## src/rtl/serial_add_ctrl_pkg.sv

```systemverilog
// Shared definitions for the bit-serial arithmetic controllers (add now, subtract/compare later).
package serial_add_ctrl_pkg;

    localparam logic [1:0] ST_IDLE = 2'd0;
    localparam logic [1:0] ST_PH0  = 2'd1;
    localparam logic [1:0] ST_PH1  = 2'd2;
    localparam logic [1:0] ST_DONE = 2'd3;

    // Bit-index register width; never narrower than one bit so WIDTH=1 still has an idx flop.
    function automatic int idx_width(input int width);
        return (width <= 1) ? 1 : $clog2(width);
    endfunction

endpackage

```

## src/rtl/serial_add_ctrl_ha.sv

```systemverilog
// Single-bit half adder; the one shared arithmetic cell of the serial adder.
module half_adder (
    input  logic a,
    input  logic b,
    output logic s,
    output logic c
);

    assign s = a ^ b;
    assign c = a & b;

endmodule

```

## src/rtl/serial_add_ctrl.sv

```systemverilog
// Bit-serial adder sequencer: two cycles per bit through one half adder,
// valid/ready operand port in, valid/ready result port out.
module serial_add_ctrl
    import serial_add_ctrl_pkg::*;
#(
    parameter int WIDTH = 16
) (
    input  logic             clk,
    input  logic             rst_n,
    input  logic             in_valid,
    output logic             in_ready,
    input  logic [WIDTH-1:0] a,
    input  logic [WIDTH-1:0] b,
    output logic             out_valid,
    input  logic             out_ready,
    output logic [WIDTH-1:0] sum,
    output logic             carry_out
);

    localparam int IW = idx_width(WIDTH);

    logic [1:0]       state_q, state_d;
    logic [IW-1:0]    idx_q, idx_d;
    logic [WIDTH-1:0] opa_q, opa_d;
    logic [WIDTH-1:0] opb_q, opb_d;
    logic             s1_q, s1_d;
    logic             c1_q, c1_d;
    logic             cin_q, cin_d;
    logic [WIDTH-1:0] sum_q, sum_d;

    logic ha_a, ha_b, ha_s, ha_c;

    half_adder ha_u0 (
        .a (ha_a),
        .b (ha_b),
        .s (ha_s),
        .c (ha_c)
    );

    always_comb begin
        state_d = state_q;
        idx_d   = idx_q;
        opa_d   = opa_q;
        opb_d   = opb_q;
        s1_d    = s1_q;
        c1_d    = c1_q;
        cin_d   = cin_q;
        sum_d   = sum_q;
        ha_a    = 1'b0;
        ha_b    = 1'b0;
        case (state_q)
            ST_IDLE: begin
                if (in_valid) begin
                    opa_d   = a;
                    opb_d   = b;
                    idx_d   = '0;
                    cin_d   = 1'b0;
                    sum_d   = '0;
                    state_d = ST_PH0;
                end
            end
            ST_PH0: begin
                ha_a    = opa_q[idx_q];
                ha_b    = opb_q[idx_q];
                s1_d    = ha_s;
                c1_d    = ha_c;
                state_d = ST_PH1;
            end
            ST_PH1: begin
                // Second half of a full add: fold the running carry into the partial sum.
                ha_a         = s1_q;
                ha_b         = cin_q;
                sum_d[idx_q] = ha_s;
                cin_d        = c1_q | ha_c;
                if (idx_q == IW'(WIDTH - 1)) begin
                    state_d = ST_DONE;
                end else begin
                    idx_d   = idx_q + 1'b1;
                    state_d = ST_PH0;
                end
            end
            ST_DONE: begin
                if (out_ready) state_d = ST_IDLE;
            end
            default: state_d = ST_IDLE;
        endcase
    end

    always_ff @(posedge clk) begin
        if (!rst_n) begin
            state_q <= ST_IDLE;
            idx_q   <= '0;
            opa_q   <= '0;
            opb_q   <= '0;
            s1_q    <= 1'b0;
            c1_q    <= 1'b0;
            cin_q   <= 1'b0;
            sum_q   <= '0;
        end else begin
            state_q <= state_d;
            idx_q   <= idx_d;
            opa_q   <= opa_d;
            opb_q   <= opb_d;
            s1_q    <= s1_d;
            c1_q    <= c1_d;
            cin_q   <= cin_d;
            sum_q   <= sum_d;
        end
    end

    assign in_ready  = (state_q == ST_IDLE);
    assign out_valid = (state_q == ST_DONE);
    assign sum       = sum_q;
    assign carry_out = out_valid & cin_q;

endmodule

```

## config.mk

```make
export PLATFORM = sky130hd
export DESIGN_NAME = serial_add_ctrl
export DESIGN_NICKNAME = d
export VERILOG_FILES = /design/src/rtl/serial_add_ctrl_pkg.sv /design/src/rtl/serial_add_ctrl_ha.sv /design/src/rtl/serial_add_ctrl.sv
export SDC_FILE = /design/constraint.sdc
export NUM_CORES = 1
export LEC_CHECK = 0
export CAP_MARGIN = 40
export CORE_MARGIN = 1
export CORE_UTILIZATION = 55
export CTS_CLUSTER_DIAMETER = 80
export CTS_CLUSTER_SIZE = 40
export DETAILED_ROUTE_END_ITERATION = 6
export GPL_TIMING_DRIVEN = 0
export PLACE_DENSITY = 0.89
export SYNTH_ARGS = -nofsm -noshare
export SYNTH_HDL_FRONTEND = slang
export SYNTH_SLANG_ARGS = --single-unit
```

## constraint.sdc

```tcl
create_clock -name clk -period 5.4 [get_ports clk]
set_input_delay 1.08 -clock clk [delete_from_list [all_inputs] [get_ports clk]]
set_output_delay 1.08 -clock clk [all_outputs]
set_load 0.02 [all_outputs]
```

==> reports/metrics.yaml <==
synth:
  avgSynthCellArea_um2: 7.84
  yosysWarnings: 0
  synth-async-reset-ratio_pct: 0
  synth_cells: 349
  synth_area_um2: 2740
  synth_cell_types: 37
  synthTopCellsByArea: "dfxtp_1, a21oi_1, nand2_1"
  ys_seq_area_share_pct: 41.7
  synth_edf_count: 0
  yosysTopAreaCellShare_pct: 41.7
  ys_ff_latch: 57
  postSynthNetCount: 394
  synth_ff_type: "dfxtp_1"
  synthTopCellsByCount: "nand2_1, a21oi_1, dfxtp_1, nand3_1"
  yosysMostFrequentCell: "nand2_1"
  yosysTopAreaCell: "dfxtp_1"
floorplan:
  start_util_pct: 57.5
  die_y_um: 72.5
  die_w_um: 72.5
  row_count: 25
  ioPinCount: 55
  placeableCoreArea_um2: 4750
  die_area_um2: 5260
worst_setup_path:
  path_class: "flip-flop to output port"
  cp.arrival_ns: 1.74
  crit_required_ns: 4.32
  crit_slowest_cell: "clkdlybuf4s50_1"
  startpoint_type: "flip-flop"
  max_stage_delay_ns: 0.66
  crit_chain: "inv_1 -> ha_1 -> clkdlybuf4s50_1"
  cp_top_family: "buffers and inverters"
  endpoint_kind: "output port"
  crit_buf_inv: 2
  crit_path_max_fanout: 7
place:
  hpwl_um: 4740
  dp_cells: 470
  gp_congestion: 0.839
  io_buffers: 54
drt:
  num_vias: 2733
  wl_um: 6720
  detail-route-antenna-nets: 0
  viasPerCell: 5.62
  drc_errors: 0
  drtPass1Iterations: 5
  avgRoutedWirePerCell_um: 13.8
  drt_iter0_markers: 144
layout:
  area.growth.synth_to_final_pct: 29.2
  nets: 459
  antennaDiodeCount: 0
  drive_above_1_share_pct: 8.35
  fin_cells: 486
clocking:
  htree_num_levels: 3
  cts-buffers-inserted: 9
  cts_tree: "done"
  cts_root_buf: "clkbuf_8"
  cts_sinks: 57
  clk_pin_slew_ns: 0.07
  clk_path_buf_depth: 2
  clkLatencyLatePin_ns: 0.35
  cts_hold_buf: 0
  cts_resized: 0
  post_cts_buffers: 0
global_route:
  grt_pass1_wl_um: 11100
  grt.total_usage_pct: 27.6
  grt_pass1_vias: 2519
  busiest_layer: "met2"
  grt_use_met2_pct: 48.8
  grt_util_met3_pct: 7.64
  overflow: 0
  antenna_found_initial: 0
  use_met1_pct: 30.7
  grt_max_degree: 11
sta:
  maxSlewHeadroom_pct: 67.2
  hold_viol: 0
  fmax_mhz: 355
  rsz0062_at_grt: "false"
  skew_ns: 0.00622
  tightest_slew_ns: 0.491
  tns_ns: 0
  post-route-period-util_pct: 52.2
  final_max_slew_viol_count: 0
  holdWs_ns: 0.454
  setup_viol: 0
  period_needed_ns: 2.82
pwr:
  power_w: 0.00118
  p_leak_nw: 1.31
  max-vdd-ir-drop_v: 0.000173
  power.density_nw_per_um2: 332
worst_hold_path:
  holdCritPathClass: "flip-flop to flip-flop"
run:
  maxCapViolCount: 0
outcome:
  outcome: "finished, final reports clean"
## area by class of cell
| class | count | area, um^2 |
|---|---|---|
| Tap cell | 67 | 83.8 |
| Sequential cell | 57 | 1140 |
| Clock buffer | 14 | 163 |
| Buffer | 30 | 156 |
| Clock inverter | 2 | 12.5 |
| Inverter | 7 | 26.3 |
| Timing Repair Buffer | 54 | 541 |
| Multi-Input combinational cell | 255 | 1410 |
| Fill cell | 390 | 1220 |
## worst reg2reg max path: stages (launching register included)
cell and delay, ns:
dfxtp_1 0.36, clkbuf_1 0.36, nor2b_1 0.34, a22oi_1 0.11
nand4_1 0.11, nand3_1 0.09, ha_1 0.31, and3_1 0.16
buf_6 0.13, buf_8 0.13, nand3_1 0.09, a21oi_1 0.17
## layer usage
layer  up-vias  part of all wire [%]
li1       1330                     -
met1      1265                    40
met2       117                    51
met3        21                   6.2
met4         0                   2.6
met5         -                     0
## cell usage in the layout, fill, tap and decap left out, types with 6 or more instances in the layout
master           count
mux2i_1             19
nand4_1              7
nand2_1             75
clkbuf_1            14
nor2_1               9
o21ai_0             19
dfxtp_1             57
a21oi_1             65
clkbuf_8            11
ha_1                 9
inv_1                6
buf_2               12
nand3_1             22
clkdlybuf4s50_1     54
## kinds of logic after synthesis
| group | Yosys count | synth area share [%] |
|---|---|---|
| compound gates | 97 | 19.4 |
| xor+xnor | 1 | 0.320 |
| fa+ha+maj | 9 | 4.12 |
| buf+inv | 37 | 6.68 |
| flops | 57 | 41.7 |
| mux | 19 | 6.95 |
| simple gates | 129 | 20.9 |
## power by group
| part | internal (W) | switching, W |
|---|---|---|
| registers | 0.000463 | 0.0000247 |
| logic | 0.000129 | 0.000199 |
| clock network | 0.000191 | 0.000169 |
| total | 0.000782 | 0.000393 |
## per-stage QoR
stage          utilization [%]  setup slack, ns  instance area [um^2]
2_1_floorplan                -             3.31                  2740
5_1_grt                   74.3             2.53                  3530
3_5_place_dp              70.7             2.82                  3360
4_1_cts                   74.3             2.59                  3530
3_3_place_gp              70.7             2.84                  3360
6_report                  74.3             2.58                  3530
## path summary, 6_finish.rpt
path | from | end | slack [ns] | depth (start not counted)
worst min register to register | opb_q[14]$_SDFFE_PN0P_ | opb_q[14]$_SDFFE_PN0P_ | 0.45 | 2
worst min-delay path | opb_q[14]$_SDFFE_PN0P_ | opb_q[14]$_SDFFE_PN0P_ | 0.45 | 2
worst max-delay path | state_q[0]$_SDFFE_PN0P_ | in_ready | 2.58 | 3
worst max register to register | idx_q[1]$_SDFFE_PN0P_ | sum[11]$_SDFFE_PN0P_ | 2.96 | 11
## registers in the layout (all words and copies together) (netlist names)
register	cells
opa_q	16
sum	16
state_q	2
c1_q	1
s1_q	1
idx_q	4
opb_q	16
cin_q	1
(Power assumes the default switching activity.)
